[src/rtl/physics_pkg.sv]
`default_nettype none
// ============================================================================
// physics_pkg : shared state encoding and saturating arithmetic helpers
// Rev 1.0
// ============================================================================
package physics_pkg;

    localparam int ACC_EXTRA = 4;

    typedef enum logic [1:0] {
        ST_IDLE      = 2'd0,
        ST_ACCUM     = 2'd1,
        ST_INTEGRATE = 2'd2,
        ST_DONE      = 2'd3
    } integ_state_t;

    // Clamp x to the signed range of a w-bit value (w <= 32).
    function automatic logic signed [31:0] sat_clamp(input longint x, input int w);
        longint hi;
        longint lo;
        longint r;
        hi = (longint'(1) <<< (w - 1)) - longint'(1);
        lo = -hi - longint'(1);
        r  = x;
        if (r > hi) begin
            r = hi;
        end else if (r < lo) begin
            r = lo;
        end
        return 32'(r);
    endfunction

    function automatic logic signed [31:0] sat_add(input logic signed [31:0] a,
                                                   input logic signed [31:0] b,
                                                   input int w);
        return sat_clamp(longint'(a) + longint'(b), w);
    endfunction

endpackage
`default_nettype wire

[src/rtl/euler_step.sv]
`default_nettype none
// ============================================================================
// euler_step : one-axis explicit-Euler update, v' = v + f*dt, p' = p + v'*dt
// Rev 1.0
// ============================================================================
module euler_step
    import physics_pkg::*;
#(
    parameter int FORCE_W       = 12,
    parameter int VELOCITY_SIZE = 8,
    parameter int POSITION_SIZE = 8,
    parameter int DT_SHIFT      = 2
) (
    input  logic signed [FORCE_W-1:0]       force_i,
    input  logic signed [VELOCITY_SIZE-1:0] vel_i,
    input  logic signed [POSITION_SIZE-1:0] pos_i,
    output logic signed [VELOCITY_SIZE-1:0] vel_o,
    output logic signed [POSITION_SIZE-1:0] pos_o
);

    logic signed [FORCE_W-1:0]       w_dv;
    logic signed [VELOCITY_SIZE-1:0] w_v;
    logic signed [VELOCITY_SIZE-1:0] w_dp;

    // Position uses the already-updated velocity (semi-implicit ordering).
    always_comb begin
        w_dv  = force_i >>> DT_SHIFT;
        w_v   = VELOCITY_SIZE'(sat_add(32'(w_dv), 32'(vel_i), VELOCITY_SIZE));
        w_dp  = w_v >>> DT_SHIFT;
        vel_o = w_v;
        pos_o = POSITION_SIZE'(sat_add(32'(w_dp), 32'(pos_i), POSITION_SIZE));
    end

endmodule
`default_nettype wire

[src/rtl/node_integrator.sv]
`default_nettype none
// ============================================================================
// node_integrator : per-frame force accumulation and node/axle Euler stepping
// Rev 1.0
// ============================================================================
module node_integrator
    import physics_pkg::*;
#(
    parameter int NUM_NODES     = 10,
    parameter int POSITION_SIZE = 8,
    parameter int VELOCITY_SIZE = 8,
    parameter int FORCE_SIZE    = 8,
    parameter int DT_SHIFT      = 2
) (
    input  logic                                          clk_in,
    input  logic                                          rst_in,
    input  logic                                          force_in_valid,
    input  logic [FORCE_SIZE-1:0]                         force_x_in,
    input  logic [FORCE_SIZE-1:0]                         force_y_in,
    input  logic [FORCE_SIZE-1:0]                         axle_force_x,
    input  logic [FORCE_SIZE-1:0]                         axle_force_y,
    input  logic                                          forces_done,
    input  logic [FORCE_SIZE-1:0]                         gravity,
    input  logic                                          load_valid,
    input  logic [$clog2(NUM_NODES+1)-1:0]                load_index,
    input  logic [1:0][POSITION_SIZE-1:0]                 load_pos,
    input  logic [1:0][VELOCITY_SIZE-1:0]                 load_vel,
    output logic [1:0][NUM_NODES-1:0][POSITION_SIZE-1:0]  nodes,
    output logic [1:0][NUM_NODES-1:0][VELOCITY_SIZE-1:0]  velocities,
    output logic [1:0][POSITION_SIZE-1:0]                 axle,
    output logic [1:0][VELOCITY_SIZE-1:0]                 axle_velocity,
    output logic                                          busy,
    output logic                                          output_valid,
    output logic                                          dropped_out
);

    localparam int ACC_W  = FORCE_SIZE + ACC_EXTRA;
    localparam int ENT_W  = $clog2(NUM_NODES + 1);
    localparam int NODE_W = (NUM_NODES > 1) ? $clog2(NUM_NODES) : 1;
    localparam logic [NODE_W-1:0] LAST_NODE = NODE_W'(NUM_NODES - 1);
    localparam logic [ENT_W-1:0]  AXLE_ENT  = ENT_W'(NUM_NODES);

    integ_state_t state_q, state_d;

    logic [NODE_W-1:0]       idx_q;
    logic [ENT_W-1:0]        i_q;
    logic signed [ACC_W-1:0] acc_x_q [NUM_NODES];
    logic signed [ACC_W-1:0] acc_y_q [NUM_NODES];
    logic signed [ACC_W-1:0] axle_fx_q, axle_fy_q;

    logic [1:0][NUM_NODES-1:0][POSITION_SIZE-1:0] pos_q;
    logic [1:0][NUM_NODES-1:0][VELOCITY_SIZE-1:0] vel_q;
    logic [1:0][POSITION_SIZE-1:0]                axle_pos_q;
    logic [1:0][VELOCITY_SIZE-1:0]                axle_vel_q;
    logic busy_q, valid_q, dropped_q;

    logic                            w_is_axle;
    logic [NODE_W-1:0]               w_sel, w_load_sel;
    logic signed [ACC_W-1:0]         w_fx, w_fy_raw, w_fy, w_acc_x_nxt, w_acc_y_nxt;
    logic signed [VELOCITY_SIZE-1:0] w_vx_cur, w_vy_cur, w_vx_new, w_vy_new;
    logic signed [POSITION_SIZE-1:0] w_px_cur, w_py_cur, w_px_new, w_py_new;

    always_ff @(posedge clk_in) begin
        if (rst_in) begin
            state_q <= ST_IDLE;
        end else begin
            state_q <= state_d;
        end
    end

    always_comb begin
        state_d = state_q;
        case (state_q)
            ST_IDLE, ST_ACCUM: begin
                if (forces_done) begin
                    state_d = ST_INTEGRATE;
                end else if (force_in_valid) begin
                    state_d = ST_ACCUM;
                end
            end
            ST_INTEGRATE: if (i_q == AXLE_ENT) state_d = ST_DONE;
            ST_DONE:      state_d = ST_IDLE;
            default:      state_d = ST_IDLE;
        endcase
    end

    // Entry mux: one node per cycle, then the axle with its captured force.
    always_comb begin
        w_is_axle   = (i_q == AXLE_ENT);
        w_sel       = w_is_axle ? '0 : NODE_W'(i_q);
        w_load_sel  = NODE_W'(load_index);
        w_fx        = w_is_axle ? axle_fx_q : acc_x_q[w_sel];
        w_fy_raw    = w_is_axle ? axle_fy_q : acc_y_q[w_sel];
        w_fy        = ACC_W'(sat_add(32'(w_fy_raw), 32'($signed(gravity)), ACC_W));
        w_vx_cur    = w_is_axle ? axle_vel_q[0] : vel_q[0][w_sel];
        w_vy_cur    = w_is_axle ? axle_vel_q[1] : vel_q[1][w_sel];
        w_px_cur    = w_is_axle ? axle_pos_q[0] : pos_q[0][w_sel];
        w_py_cur    = w_is_axle ? axle_pos_q[1] : pos_q[1][w_sel];
        w_acc_x_nxt = ACC_W'(sat_add(32'(acc_x_q[idx_q]), 32'($signed(force_x_in)), ACC_W));
        w_acc_y_nxt = ACC_W'(sat_add(32'(acc_y_q[idx_q]), 32'($signed(force_y_in)), ACC_W));
    end

    euler_step #(
        .FORCE_W(ACC_W), .VELOCITY_SIZE(VELOCITY_SIZE),
        .POSITION_SIZE(POSITION_SIZE), .DT_SHIFT(DT_SHIFT)
    ) u_step_x (
        .force_i(w_fx), .vel_i(w_vx_cur), .pos_i(w_px_cur),
        .vel_o(w_vx_new), .pos_o(w_px_new)
    );

    euler_step #(
        .FORCE_W(ACC_W), .VELOCITY_SIZE(VELOCITY_SIZE),
        .POSITION_SIZE(POSITION_SIZE), .DT_SHIFT(DT_SHIFT)
    ) u_step_y (
        .force_i(w_fy), .vel_i(w_vy_cur), .pos_i(w_py_cur),
        .vel_o(w_vy_new), .pos_o(w_py_new)
    );

    always_ff @(posedge clk_in) begin
        if (rst_in) begin
            idx_q      <= '0;
            i_q        <= '0;
            axle_fx_q  <= '0;
            axle_fy_q  <= '0;
            pos_q      <= '0;
            vel_q      <= '0;
            axle_pos_q <= '0;
            axle_vel_q <= '0;
            busy_q     <= 1'b0;
            valid_q    <= 1'b0;
            dropped_q  <= 1'b0;
            for (int n = 0; n < NUM_NODES; n++) begin
                acc_x_q[n] <= '0;
                acc_y_q[n] <= '0;
            end
        end else begin
            busy_q  <= (state_d == ST_ACCUM) || (state_d == ST_INTEGRATE);
            valid_q <= (state_d == ST_DONE);
            case (state_q)
                ST_IDLE, ST_ACCUM: begin
                    if (state_q == ST_IDLE && load_valid) begin
                        if (load_index == AXLE_ENT) begin
                            axle_pos_q <= load_pos;
                            axle_vel_q <= load_vel;
                        end else if (load_index < AXLE_ENT) begin
                            for (int a = 0; a < 2; a++) begin
                                pos_q[a][w_load_sel] <= load_pos[a];
                                vel_q[a][w_load_sel] <= load_vel[a];
                            end
                        end
                    end
                    // A force coincident with forces_done still lands before the step.
                    if (force_in_valid) begin
                        acc_x_q[idx_q] <= w_acc_x_nxt;
                        acc_y_q[idx_q] <= w_acc_y_nxt;
                        idx_q          <= (idx_q == LAST_NODE) ? '0 : idx_q + NODE_W'(1);
                    end
                    if (forces_done) begin
                        axle_fx_q <= ACC_W'($signed(axle_force_x));
                        axle_fy_q <= ACC_W'($signed(axle_force_y));
                        i_q       <= '0;
                    end
                end
                ST_INTEGRATE: begin
                    if (w_is_axle) begin
                        axle_pos_q <= {w_py_new, w_px_new};
                        axle_vel_q <= {w_vy_new, w_vx_new};
                    end else begin
                        pos_q[0][w_sel] <= w_px_new;
                        pos_q[1][w_sel] <= w_py_new;
                        vel_q[0][w_sel] <= w_vx_new;
                        vel_q[1][w_sel] <= w_vy_new;
                    end
                    i_q <= i_q + ENT_W'(1);
                    if (force_in_valid) dropped_q <= 1'b1;
                end
                ST_DONE: begin
                    idx_q <= '0;
                    for (int n = 0; n < NUM_NODES; n++) begin
                        acc_x_q[n] <= '0;
                        acc_y_q[n] <= '0;
                    end
                    if (force_in_valid) dropped_q <= 1'b1;
                end
                default: ;
            endcase
        end
    end

    assign nodes         = pos_q;
    assign velocities    = vel_q;
    assign axle          = axle_pos_q;
    assign axle_velocity = axle_vel_q;
    assign busy          = busy_q;
    assign output_valid  = valid_q;
    assign dropped_out   = dropped_q;

endmodule
`default_nettype wire

[config.mk]
export PLATFORM = sky130hd
export DESIGN_NAME = node_integrator
export DESIGN_NICKNAME = d
export VERILOG_FILES = /design/src/rtl/physics_pkg.sv /design/src/rtl/euler_step.sv /design/src/rtl/node_integrator.sv
export SDC_FILE = /design/constraint.sdc
export NUM_CORES = 2
export LEC_CHECK = 0
export CAP_MARGIN = 10
export CORE_ASPECT_RATIO = 0.8
export CORE_MARGIN = 3
export CORE_UTILIZATION = 42
export CTS_BUF_LIST = sky130_fd_sc_hd__clkbuf_16
export CTS_CLUSTER_DIAMETER = 40
export DETAILED_ROUTE_END_ITERATION = 16
export PLACE_DENSITY = 0.59
export REMOVE_ABC_BUFFERS = 1
export SETUP_SLACK_MARGIN = 0.2
export SLEW_MARGIN = 20
export SYNTH_ARGS = -nofsm -noshare
export SYNTH_HDL_FRONTEND = slang
export SYNTH_SLANG_ARGS = --single-unit
[constraint.sdc]
create_clock -name clk_in -period 11.1 [get_ports clk_in]
set_clock_uncertainty 0.2 [all_clocks]
set_input_delay 2.775 -clock clk_in [delete_from_list [all_inputs] [get_ports clk_in]]
set_output_delay 2.775 -clock clk_in [all_outputs]
set_load 0.02 [all_outputs]
### Word-level counts from Yosys, hierarchy flattened

Memory sizes are Yosys's and may differ from the RTL's. A register that Yosys moved wholly into a read port is not among the register bits.
Index checks and enable logic that the tools add are counted.

* register bits: 381
* word-level logic and storage cells: 243
* memories: 2
* output and inout port bits: 355
* input bits: 81
* RAM bits: 240

* eq/ne operators: 17
* bitwise gates (word level): 20
* multiplexer cells: 107
* order comparisons: 19
* reductions and logical operators: 17
* add/subtract/negate cells: 9

Memories
* acc_x_q: words 10, width 12, rd ports 2, clocked after memory_dff 1, wr ports 10, line node_integrator.sv:47 `logic signed [ACC_W-1:0] acc_x_q [NUM_NODES];`
* acc_y_q: words 10, width 12, rd ports 2, clocked after memory_dff 1, wr ports 10, line node_integrator.sv:48 `logic signed [ACC_W-1:0] acc_y_q [NUM_NODES];`

Operators by type and width (number)
* $mux W160: 8
* $bwmux W80: 8
* $pmux W160 S2: 2
* $mux W12: 30
* $mux W8: 18
* $bmux W8 S4: 4
* $mux W16: 6
* $demux W8 S4: 2
* $pmux W16 S2: 2
* $mux W4: 10
* $add A12 B8 Y13: 3
* $gt A13 B12 Y1 const B: 3
* $lt A13 B12 Y1 const B: 3
* $reduce_or A12 Y1: 2
* $add A10 B8 Y11: 2
* $gt A11 B8 Y1 const B: 2
* $lt A11 B8 Y1 const B: 2
* $or A1 B1 Y1: 20
* $add A6 B8 Y9: 2
* $gt A9 B8 Y1 const B: 2
* $lt A9 B8 Y1 const B: 2
* $ne A2 B2 Y1 const B: 8
* $pmux W4 S2: 2
* $eq A4 B4 Y1 const B: 3
* 17 further kinds: 43

### Depth between registers and ports, before layout

An unclocked memory read counts as a cell.

* word-level depth: 19
* gate-level depth with buffers: 45
* gate-level depth less buffers: 39

### Hierarchy

Synthesis repeated with hierarchy kept, for this count alone.

* cell total of the unflattened synthesis: 4419
* area, all modules: 42967.5 sq um

By module, submodules not included
* node_integrator: cells an instance 4149, area an instance 40943.0 sq um, instances 1, sequential area each 19238.5 sq um
* euler_step: cells an instance 135, area an instance 1012.2 sq um, instances 2, sequential area each 0.0 sq um

### Worst setup path before layout

OpenSTA, ideal clock, no wires.

* path kind: register to register
* from: reg i_q[0]
* to: reg pos_q (netlist bit nodes[85])
* data required time: 10784 ps
* stages on the path, launching flop included: 45
* path buffers: 6
* setup time: 116 ps
* setup slack: 1806 ps
* data arrival time: 8978 ps
* clock period less this slack: 9294 ps
* cells stage by stage: dfxtp_1 -> buf_2 -> inv_1 -> clkbuf_1 -> ha_1 -> nand3b_1 -> buf_2 -> nand2_1 -> buf_2 -> clkbuf_1 -> nand2_1 -> a31oi_1 -> o22ai_1 -> o31ai_1 -> ha_1 -> inv_1 -> fa_1 -> nand3b_1 -> (+9 left out) -> fa_1 -> nand2b_1 -> a21oi_1 -> o21ai_0 -> xor2_1 -> o31a_1 -> o21ai_1 -> ha_1 -> fa_1 -> a21o_1 -> a21oi_1 -> o21ai_0 -> o31a_1 -> a21o_1 -> a21oi_1 -> clkbuf_1 -> o221ai_1 -> o211a_1

* word-level cells in the longest chain between the ends: 19
* elaborated cells between the ends (all ways): 35
* those cells by class: add/sub: 3; order compare: 8; eq/ne: 2; mux: 19; reduce/logical: 2; memory: 1

RTL lines
* from (decl): line node_integrator.sv:46 `logic [ENT_W-1:0] i_q;`
* from (signal assigned): line node_integrator.sv:174 `i_q <= i_q + ENT_W'(1);`
* $eq A4 B4 Y1: line node_integrator.sv:89 `w_is_axle = (i_q == AXLE_ENT);`
* $mux W4: line node_integrator.sv:90 `w_sel = w_is_axle ? '0 : NODE_W'(i_q);`
* $mem_v2 Z10 W12
* $mux W12: line node_integrator.sv:93 `w_fy_raw = w_is_axle ? axle_fy_q : acc_y_q[w_sel];`
* $add A12 B8 Y13: line physics_pkg.sv:36 `return sat_clamp(longint'(a) + longint'(b), w);`
* $lt A13 B12 Y1: line physics_pkg.sv:27 `end else if (r < lo) begin`
* $mux W12: line physics_pkg.sv:27
* $mux W12: line physics_pkg.sv:25 `if (r > hi) begin`
* (+3 left out)
* $mux W8: line physics_pkg.sv:25
* $add A6 B8 Y9: line physics_pkg.sv:36
* $lt A9 B8 Y1: line physics_pkg.sv:27
* $mux W8: line physics_pkg.sv:27
* $mux W8: line physics_pkg.sv:25
* $bwmux W80: line node_integrator.sv:170 `pos_q[1][w_sel] <= w_py_new;`
* $mux W160: line node_integrator.sv:165 `if (w_is_axle) begin`
* $pmux W160 S2: line node_integrator.sv:139 `case (state_q)`
* to (signal, indexed assignment): line node_integrator.sv:147 `pos_q[a][w_load_sel] <= load_pos[a];`
* to (signal, indexed assignment): line node_integrator.sv:169 `pos_q[0][w_sel] <= w_px_new;`
* to (signal, indexed assignment): line node_integrator.sv:170
* to (decl): line node_integrator.sv:51 `logic [1:0][NUM_NODES-1:0][POSITION_SIZE-1:0] pos_q;`

Parallel ways exist; a longest one is shown, timed or not. The select of a mux whose other input is x is not followed.
A chain may end at the register's enable or synchronous reset.

### Worst setup path after layout

* from: reg i_q[0]
* to: reg pos_q (netlist bit nodes[155])

Same word-level chain as after synthesis.

==> metrics.cfg <==
[run_status]
status = finished clean

[placement]
place_ws_ns = 0.0876
placed_cell_area_sq_um = 46900
hpwlAfterDp_um = 115000
gp_congestion = 0.948
io_buffers = 433

[worst_setup_path]
regToRegStartpoint = i_q[0]$_SDFFE_PP0P_
crit_path_top_delay_cell = a2111oi_1
critPathRequiredTime_ns = 11.46
rr_worst_depth = 38
crit_path_end_kind = flop
slowest_delay_ns = 0.51
crit_fanout = 24
arrival_ns = 10.78
r2r_slack_ns = 0.68
crit_type = reg2reg
worstReg2RegEnd = nodes[155]$_SDFFE_PP0P_
start_kind = flop

[timing]
maxSlewViolCount = 0
rsz0062_at_grt = no
tightest_slew_ns = 1.24
finalHoldViolCount = 0
period_needed_ns = 10.42
max_freq_mhz = 96.0
finalSetupViolations = 0
whs_ns = 0.258
slew_headroom = 0.171
fin_crit_sh = 0.938
setup_tns_ns = 0
setup_ws_ns = 0.684

[detailed_routing]
wl_per_cell_um = 29.9
firstDrtPassIters = 6
vias = 39400
drt-total-wl_um = 183000
post-route-drc-count = 0
ant_nets = 0
drtIter0Drc = 5539
post_drt_via_cell_ratio = 6.45

[synth]
ys_ff_latch = 767
ys_warn_count = 0
avgSynthCellArea_sq_um = 9.35
async_flop_share = 0
synthFlopType = edfxtp_1
synth.distinct_cells = 86
yosysSeqAreaShare = 0.462
synth_edf_count = 384
synth_area_sq_um = 41600
synth_cells = 4449

[die]
core_area_sq_um = 97500
row_count = 102
ioPinCount = 436
initial_core_util = 0.426
dieArea_sq_um = 103000
die_x_um = 358
die_h_um = 287

[clock_network]
numCtsBuffers = 114
cts_tree = done
clkTransAtPathRegs_ns = 0.05
root_buffer = clkbuf_16
cts_buffer_depth = 3
clock-sinks = 767
htree_levels = 3
insertion_delay_ns = 0.74

[worst_hold_path]
hp-class = reg2reg
hold_depth = 2
min_from = axle_fy_q[3]$_SDFFE_PP0P_
whs_endpoint = axle_fy_q[3]$_SDFFE_PP0P_

[final_layout]
layout-drive-gt1-share = 0.115
final_area_sq_um = 51100
layout_commonest_cell = nor2_1
synthToLayoutAreaGrowth_pct = 22.8
layout.nets = 4869
fill_cells = 8979
layout_common_cells = nor2_1, nand2_1, clkdlybuf4s50_1

[grt]
antenna_found_initial = 11
grt_max_degree = 148
grt.total_usage = 0.341
grt-ovfl-total = 0
grt_pass1_vias = 36700
grt_pass1_wl_um = 258000

[power_and_ir_drop]
p_leak_nw = 18.2
power.density_nw_per_um2 = 186
total_power_mw = 9.48
vdd_drop_max_mv = 0.138

[run]
drv_cap = 0

[Yosys cell counts, drive strengths merged, types with 8 or more instances]
cell / count / area share
nand2: 534 / 0.048
ha: 80 / 0.024
mux2: 33 / 0.0089
nor2b: 92 / 0.014
and3: 14 / 0.0021
o221ai: 27 / 0.0058
o22ai: 139 / 0.021
a221oi: 41 / 0.0092
xnor2: 26 / 0.0059
nor4: 10 / 0.0015
a22oi: 18 / 0.0034
a21oi: 308 / 0.038
a211oi: 112 / 0.020
o22a: 8 / 0.0017
o31ai: 18 / 0.0032
mux2i: 75 / 0.018
o21a: 15 / 0.0027
o31a: 8 / 0.0019
nand4: 11 / 0.0017
a21o: 29 / 0.0052
a32oi: 19 / 0.0040
o21ai: 310 / 0.037
clkbuf: 279 / 0.025
o311ai: 8 / 0.0017
mux4: 127 / 0.069
or2: 8 / 0.0012
o21bai: 8 / 0.0014
maj3: 16 / 0.0041
nand3: 131 / 0.016
inv: 68 / 0.0061
nor2: 590 / 0.053
a31oi: 156 / 0.023
buf: 116 / 0.014
edfxtp: 384 / 0.28
xor2: 28 / 0.0059
and2: 26 / 0.0039
nand2b: 26 / 0.0039
dfxtp: 383 / 0.18
nor3: 60 / 0.0076
a311oi: 27 / 0.0057
or3: 10 / 0.0015
[how the worst max path moves through the flow]
stage	startpoint	to	depth (start not counted)
floorplan	i_q[0]$_SDFFE_PP0P_	nodes[85]$_SDFFE_PP0P_	38
detailed placement	gravity[0]	nodes[147]$_SDFFE_PP0P_	33
global route	i_q[0]$_SDFFE_PP0P_	nodes[158]$_SDFFE_PP0P_	38
global placement	gravity[0]	nodes[147]$_SDFFE_PP0P_	33
CTS	i_q[0]$_SDFFE_PP0P_	nodes[150]$_SDFFE_PP0P_	40
finish	i_q[0]$_SDFFE_PP0P_	nodes[155]$_SDFFE_PP0P_	38
[cells by family (layout without fill, tap and decap cells)]
group | Yosys count | after routing | share of synthesized area
AND/OR/NAND/NOR | 1527 | 1529 | 0.158
buffers and inverters | 464 | 816 | 0.0457
multiplexers | 235 | 235 | 0.0958
adder cells (fa/ha/maj) | 103 | 103 | 0.0316
other | 0 | 8 | 0
AO/OA/AOI/OAI | 1299 | 1299 | 0.196
XOR/XNOR | 54 | 54 | 0.0118
flip-flops | 767 | 767 | 0.462
[through the flow]
stage                util  cells
floorplan               -   4054
global placement    0.481   5881
detailed placement  0.481   5881
CTS                 0.523   6099
global route        0.524   6108
finish              0.524   6111
[state kept, by name, indices dropped and copies added (netlist names), named ones only]
register	count
velocities	160
idx_q	4
dropped_out	1
output_valid	1
acc_y_q	192
acc_x_q	192
axle_fx_q	6
axle	16
nodes	160
axle_fy_q	8
state_q	2
busy	1
i_q	4
axle_velocity	16
[power by group]
| group | switching, mW | internal, mW |
|---|---|---|
| Combinational | 1.72 | 0.715 |
| Clock | 1.48 | 2.35 |
| Sequential | 0.0725 | 3.15 |
| Total | 3.27 | 6.21 |
[worst max-delay path: cells and delay by family (launching register included)]
kind / cells / cell delay [ns]
compound gates: 20 / 4.92
fa+ha+maj: 6 / 2.13
simple gates: 7 / 1.61
xor+xnor: 2 / 0.62
buf+inv: 3 / 0.41
flops: 1 / 0.34
[metal layers]
layer,share of wire,vias to the layer above,global-route usage
met4,0.056,10,0.172
met1,0.39,19000,0.458
li1,-,17000,-
met2,0.43,2775,0.497
met5,0.00038,-,0
met3,0.13,592,0.107
[area by class of cell]
type | count | area (sq um) | area share
Sequential cell | 767 | 19200 | 0.376
Inverter | 69 | 262 | 0.00512
Clock buffer | 116 | 2900 | 0.0568
Antenna cell | 8 | 20.0 | 0.000392
Timing Repair Buffer | 529 | 5100 | 0.0999
Multi-Input combinational cell | 3220 | 20800 | 0.407
Clock inverter | 102 | 1150 | 0.0226
Tap cell | 1300 | 1630 | 0.0319
[repair_timing]
item,in CTS,in global routing
buffers inserted,0,2
endpoints found under the setup margin,0,85
resized for setup,0,8
hold buffers,0,0
No activity file was read; power rests on OpenSTA's default activity.
